File: src/rtl/dlx_mem_ctrl.sv
`default_nettype none
// ============================================================================
// Module   : dlx_mem_ctrl
// Purpose  : Memory-access sequencer between the DLX control unit and external
//            memory, upstream of the MDR. Runs one load or store handshake with
//            wait-state support and an alignment/size check. Loads are lane-
//            extracted (big-endian) and sign/zero-extended onto load_data with
//            a one-cycle mdr_load pulse. Stores raise mem_we, which also gates
//            the MDR onto the data bus.
// Ports    : clk, reset (async, active-high)
//            req_rd, req_wr, size, sign_ext, addr   - request from control unit
//            mem_rdata, mem_ready                   - memory response
//            mem_addr, mem_re, mem_we, mem_be       - memory command
//            load_data, mdr_load                    - MDR load path
//            busy, done, bus_err                    - status
// Revision : 1.0 - initial release
// ============================================================================
module dlx_mem_ctrl #(
  parameter int WAIT_MAX = 16,
  parameter int WAIT_W   = 5
) (
  input  logic        clk,
  input  logic        reset,
  input  logic        req_rd,
  input  logic        req_wr,
  input  logic [1:0]  size,
  input  logic        sign_ext,
  input  logic [31:0] addr,
  input  logic [31:0] mem_rdata,
  input  logic        mem_ready,
  output logic [31:0] mem_addr,
  output logic        mem_re,
  output logic        mem_we,
  output logic [3:0]  mem_be,
  output logic [31:0] load_data,
  output logic        mdr_load,
  output logic        busy,
  output logic        done,
  output logic        bus_err
);

  localparam logic [1:0] C_IDLE   = 2'd0;
  localparam logic [1:0] C_ACCESS = 2'd1;
  localparam logic [1:0] C_DONE   = 2'd2;
  localparam logic [1:0] C_ERR    = 2'd3;

  localparam logic [WAIT_W-1:0] C_WAIT_LAST = WAIT_W'(WAIT_MAX - 1);

  logic [1:0]        r_state;
  logic [WAIT_W-1:0] r_wait_cnt;
  logic [1:0]        r_size;
  logic [1:0]        r_off;
  logic              r_sign;
  logic              r_is_load;

  logic              w_legal;
  logic [3:0]        w_be;
  logic [7:0]        w_byte;
  logic [15:0]       w_half;
  logic [31:0]       w_fmt;

  // Request decode from the live inputs, used only in IDLE.
  always_comb begin
    w_legal = 1'b0;
    w_be    = 4'b1111;
    case (size)
      2'b00: begin
        w_legal = 1'b1;
        w_be    = 4'b1000 >> addr[1:0];
      end
      2'b01: begin
        w_legal = ~addr[0];
        w_be    = addr[1] ? 4'b0011 : 4'b1100;
      end
      2'b10: begin
        w_legal = (addr[1:0] == 2'b00);
        w_be    = 4'b1111;
      end
      default: begin
        w_legal = 1'b0;
        w_be    = 4'b1111;
      end
    endcase
  end

  // Load formatting from the latched offset/size: big-endian, offset 0 is
  // the most significant lane.
  always_comb begin
    case (r_off)
      2'd0:    w_byte = mem_rdata[31:24];
      2'd1:    w_byte = mem_rdata[23:16];
      2'd2:    w_byte = mem_rdata[15:8];
      default: w_byte = mem_rdata[7:0];
    endcase
    w_half = r_off[1] ? mem_rdata[15:0] : mem_rdata[31:16];
    case (r_size)
      2'b00:   w_fmt = {{24{r_sign & w_byte[7]}}, w_byte};
      2'b01:   w_fmt = {{16{r_sign & w_half[15]}}, w_half};
      default: w_fmt = mem_rdata;
    endcase
  end

  always_ff @(posedge clk or posedge reset) begin
    if (reset) begin
      r_state    <= C_IDLE;
      r_wait_cnt <= '0;
      r_size     <= 2'b00;
      r_off      <= 2'b00;
      r_sign     <= 1'b0;
      r_is_load  <= 1'b0;
      mem_addr   <= 32'd0;
      mem_re     <= 1'b0;
      mem_we     <= 1'b0;
      mem_be     <= 4'b0000;
      load_data  <= 32'd0;
      mdr_load   <= 1'b0;
      busy       <= 1'b0;
      done       <= 1'b0;
      bus_err    <= 1'b0;
    end else begin
      // Pulses default low; set only on entry to DONE/ERR.
      done     <= 1'b0;
      mdr_load <= 1'b0;
      bus_err  <= 1'b0;
      case (r_state)
        C_IDLE: begin
          r_wait_cnt <= '0;
          if (req_rd ^ req_wr) begin
            r_size    <= size;
            r_off     <= addr[1:0];
            r_sign    <= sign_ext;
            r_is_load <= req_rd;
            mem_addr  <= {addr[31:2], 2'b00};
            busy      <= 1'b1;
            if (w_legal) begin
              r_state <= C_ACCESS;
              mem_re  <= req_rd;
              mem_we  <= req_wr;
              mem_be  <= w_be;
            end else begin
              r_state <= C_ERR;
              bus_err <= 1'b1;
            end
          end else if (req_rd && req_wr) begin
            r_state <= C_ERR;
            busy    <= 1'b1;
            bus_err <= 1'b1;
          end
        end
        C_ACCESS: begin
          if (mem_ready) begin
            r_state  <= C_DONE;
            mem_re   <= 1'b0;
            mem_we   <= 1'b0;
            mem_be   <= 4'b0000;
            done     <= 1'b1;
            mdr_load <= r_is_load;
            if (r_is_load) begin
              load_data <= w_fmt;
            end
          end else if (r_wait_cnt == C_WAIT_LAST) begin
            r_state <= C_ERR;
            mem_re  <= 1'b0;
            mem_we  <= 1'b0;
            mem_be  <= 4'b0000;
            bus_err <= 1'b1;
          end else begin
            r_wait_cnt <= r_wait_cnt + WAIT_W'(1);
          end
        end
        default: begin
          // DONE and ERR last exactly one cycle; requests are not sampled.
          r_state <= C_IDLE;
          busy    <= 1'b0;
        end
      endcase
    end
  end

endmodule
`default_nettype wire

File: config.mk
export PLATFORM = sky130hd
export DESIGN_NAME = dlx_mem_ctrl
export DESIGN_NICKNAME = d
export VERILOG_FILES = /design/src/rtl/dlx_mem_ctrl.sv
export SDC_FILE = /design/constraint.sdc
export NUM_CORES = 1
export LEC_CHECK = 0
export ABC_AREA = 1
export CORE_ASPECT_RATIO = 1.25
export CORE_MARGIN = 10
export CORE_UTILIZATION = 30
export DETAILED_ROUTE_END_ITERATION = 7
export GPL_ROUTABILITY_DRIVEN = 1
export PLACE_DENSITY = 0.68
export SLEW_MARGIN = 10
export SYNTH_ARGS = -nofsm -noshare
export SYNTH_HDL_FRONTEND = slang
export SYNTH_SLANG_ARGS = --single-unit
export TNS_END_PERCENT = 1
File: constraint.sdc
create_clock -name clk -period 6.19 [get_ports clk]
set_input_delay 0.9285 -clock clk [delete_from_list [all_inputs] [get_ports clk]]
set_output_delay 0.9285 -clock clk [all_outputs]
set_load 0.01 [all_outputs]
== After elaboration in Yosys (flattened, before gate mapping) ==
Index checks and enable logic that the tools add are counted.

* Flip-flop bits (word level): 85
* Output and inout bits: 74

* Add/sub/neg operators: 1
* Eq/ne operators: 13
* Shift operators: 1
* Mux-type cells: 41
* Bitwise gates (word level): 5
* Reductions and logical operators: 13

{| class="wikitable"
|+ Operator list
! kind !! number
|-
| 32-bit case mux with 2 select lines || 1
|-
| 8-bit case mux with 3 select lines || 1
|-
| 4-bit two-way mux || 5
|-
| 1-bit two-way mux || 17
|-
| 16-bit two-way mux || 1
|-
| 4-bit case mux with 2 select lines || 2
|-
| 2-bit zero test || 5
|-
| 2-bit two-way mux || 5
|-
| 5-bit two-way mux || 2
|-
| 5-bit case mux with 2 select lines || 1
|-
| 2-bit by 1-bit equality test with 1-bit output, second input constant || 4
|-
| 2-bit inequality test, second input constant || 4
|-
| 1-bit case mux with 2 select lines || 4
|-
| 3-bit inequality test, second input constant || 2
|-
| 2-bit AND reduction || 3
|-
| 3-bit AND reduction || 2
|-
| 5-bit by 1-bit adder with 5-bit output, second input constant || 1
|-
| 5-bit by 4-bit equality test with 1-bit output, second input constant || 1
|-
| 2-bit equality test, second input constant || 2
|-
| 2-bit case mux with 2 select lines || 1
|-
| 4-bit AND reduction || 1
|-
| 4-bit by 2-bit right shift with 4-bit output, first input constant || 1
|-
| 1-bit case mux with 3 select lines || 1
|-
| 1-bit bitwise AND || 2
|-
| other kinds (4) || 5
|}

== Depth between registers and ports, before layout ==
* Word-level depth: 5
* Gate-level depth with buffers: 10

== Worst setup path before layout ==
OpenSTA, ideal clock, no wires.

* Kind: input -> register
* From: input port req_rd
* To: register mem_addr[10]
* Arrival time: 1.781 ns
* Path slack: 4.292 ns
* Stages on the path: 8
* Buffers on the path: 1
* Path through: inv_1 > ha_1 > inv_1 > nor2_4 > inv_2 > buf_2 > nand2_1 > nand2_1

* Longest elaborated chain between the ends: 2

{| class="wikitable"
|+ Ends and longest elaborated chain
! what !! line !! source
|-
| from (decl) || 24 || <nowiki>input logic req_rd,</nowiki>
|-
| 1-bit XOR || 128 || <nowiki>if (req_rd ^ req_wr) begin</nowiki>
|-
| 2-bit AND reduction (no line) || -- ||
|-
| to (signal assigned) || 133 || <nowiki>mem_addr <= {addr[31:2], 2'b00};</nowiki>
|-
| to (decl) || 31 || <nowiki>output logic [31:0] mem_addr,</nowiki>
|}

Every way passes these cells.
A chain may end at the register's enable or synchronous reset.

== Final worst setup path ==
* From: input port req_rd
* To: register r_is_load

* Longest elaborated chain between the ends: 2

{| class="wikitable"
|+ Ends and longest elaborated chain
! what !! line !! source
|-
| 1-bit XOR || 128 ||
|-
| 2-bit AND reduction (no line) || -- ||
|-
| to (signal assigned) || 132 || <nowiki>r_is_load <= req_rd;</nowiki>
|-
| to (decl) || 54 || <nowiki>logic r_is_load;</nowiki>
|}

Parallel ways exist; a longest one is shown, timed or not.

==> results.md <==
- Status: completed
- CTS Buf Count: 9
- Std cell rows: 47
- Die Y: 150 um
- Synthesis-stage register bit count: 85
- Final hold vios: 0
- Cell taking the most area after synthesis: dfrtp_1
- Die ar.: 18700 um^2
- Buffers added on ports: 143
- Initial antenna violation count: 0
- HP Start: mem_addr[8]
- Pin count of the biggest net entering global routing: 86
- DRC: 0
- Mean Syn Cell Area: 8.09 um^2
- # Post-CTS Setup Buffers: 0
- Root buffer cell: clkbuf_16
- Pwr dens: between 500 and 600 nW/um^2
- Inst Count DP: 797
- Sequential-to-total area share from yosys stat: 0.523
- Via count: roughly 3800
- Final setup viols: 0
- Post-CTS sizing: 0
- LEAKAGE: 0.00282 uW
- IR drop worst, VDD: 163 uV
- H-tree depth: 3
- DR pass1 iterations: 5
- CP Launch Type: input pin
- Routability cong.: around 0.84
- 1st-iter DRT viols: 345
- CP endpoint kind: flop
- Crit path arrival time: 3280 ps
- Number of diodes: 0
- Final Core Density: 0.446
- Asr flop ratio synth: 1.00
- Total GRT Usage: 0.128
- Post-synth top cells: nand2_1, dfrtp_1, a21oi_1, nor2_1, inv_1
- Die Wd: 124 um
- Slew HR: 0.286
- Placed inst area: 5590 um^2
- Crit path max fanout: 42
- Final HPWL DP: ~9300 um
- Period utilisation layout: 0.490
- Worst Tran Pin Value: 1070 ps
- Synth area leaders: dfrtp_1, nand2_1, a21oi_1
- Hold Path End: mem_addr[8]
- Total grt overflow: 0
- Hold path cells: 2
- RSZ-0062 raised after global routing: false
- Starting Density: 0.306
- Clock skew: slightly above 4 ps
- CTS Buffer Depth: 2
- Critical Path RT: ~6400 ps
- Vias in the first global route: roughly 3800
- Post-synthesis cell area: 4070 um^2
- Antenna Violating Nets Remaining: 0
- Final std cells w/o fill: slightly above 800
- Post-synth top area share: 0.523
- Ys Warns: 0
- Post-Synthesis Cells: 503
- Main flop type after synthesis: dfrtp_1
- Finished layout cell area: 5930 um^2
- Max Cap Viol: 0
- Final WL: 12200 um
- Count leader, synth: nand2_1
- Worst hold path class: flop to flop
- Clock transition at the registers of the reported paths: 60 ps
- Vias per cell: between 4 and 5
- Area Growth Syn to Fin: 45.7%
- Layout fillers: about 1300
- Layout cells sized above 1: 0.0763
- Type of the worst setup path: input pin to flop
- Layout Nets: 713
- Core ar.: 13300 um^2
- Max Slew Vio Count: 0
- First-pass GRT wire length: 19300 um
- Yosys cell types: 28
- CTS tree: built
- Post-route minimum period: roughly 3000 ps
- R2R setup slack: 4040 ps
- Post-synth EDFFs: 0
- Worst skew pair latency: 330 ps
- R2R Path Start: r_state[0]
- FMAX: 0.329 GHz
- I/O pin count: 146
- Routed len/inst: 15.0 um
- R2R cell count: 5
- Setup TNS: 0 ps
- CTS sink cnt: 85
- RR Endpoint: r_is_load
- Post-CTS Hold Fix Bufs: 0
## registers in the layout, indices dropped and copies added (netlist names), 2 cells and up
name / cells
r_wait_cnt: 5
r_state: 2
mem_addr: 30
r_off: 2
r_size: 2
load_data: 32
mem_be: 4
## how the worst max path moves through the flow
stage,startpoint,to,slack (ps),depth (start not counted)
after global routing,req_rd,r_is_load,2830,8
after CTS,req_rd,r_is_load,3080,7
after detailed placement,req_rd,r_is_load,2730,7
after floorplan,reset,bus_err,3070,1
final,req_rd,r_is_load,3150,7
after global placement,req_rd,r_is_load,2760,8
## cells in the final DEF (no fill, tap or decap), drive strengths merged
master	instances
clkdlybuf4s50	143
bufinv	3
o211ai	7
nor2	35
clkbuf	12
o21ai	24
or2	1
ha	4
dfrtp	85
nand4	2
clkinv	2
buf	2
o22a	1
o22ai	1
inv	33
nand2	206
a21oi	59
nand3	20
conb	2
## critical path, cell delays in order
cell             delay [ps]
clkdlybuf4s50_1         480
inv_1                    80
ha_1                    310
inv_1                    70
nor2_4                  670
inv_2                   440
o21ai_0                 290
## report_power, final
group | switching (uW) | internal, uW | total, uW
clock | 214 | 405 | 619
combinational | 722 | 654 | 1380
sequential | 176 | 816 | 993
## per-stage QoR
| step | hold slack (ps) | power [uW] | worst slack (ps) |
|---|---|---|---|
| floorplan | 453 | 1730 | 3070 |
| global placement | 455 | 2360 | 2760 |
| detailed placement | 458 | 2390 | 2730 |
| CTS | 474 | 3020 | 3080 |
| global route | 496 | 3210 | 2830 |
| finish | 468 | 2990 | 3150 |
## final cells by class
cell class / instances / area [um^2] / share of cell area
multi-input combinational: 362 / 1660 / 0.280
sequential: 85 / 2130 / 0.359
clock inverter: 4 / 95.1 / 0.0160
clock buffer: 12 / 246 / 0.0416
tap: 171 / 214 / 0.0361
timing repair buffer: 145 / 1450 / 0.244
inverter: 34 / 141 / 0.0238
## kinds of logic (layout without fill, tap and decap cells)
family,Yosys count,after routing,share of synthesized area
AOI/OAI and AO/OA,92,92,0.129
adders and majority gates,4,4,0.0123
DFF,85,85,0.523
other,1,2,0.000921
and+or+nand+nor,264,264,0.264
buffers and inverters,57,195,0.0710
## per-layer routing
metal,up-vias,track usage,wire length [um]
met4,0,0.0554,331
met5,-,0,0
met1,1766,0.155,5080
met2,168,0.207,5740
met3,28,0.0367,1080
li1,1869,-,-
(Power assumes the default switching activity.)
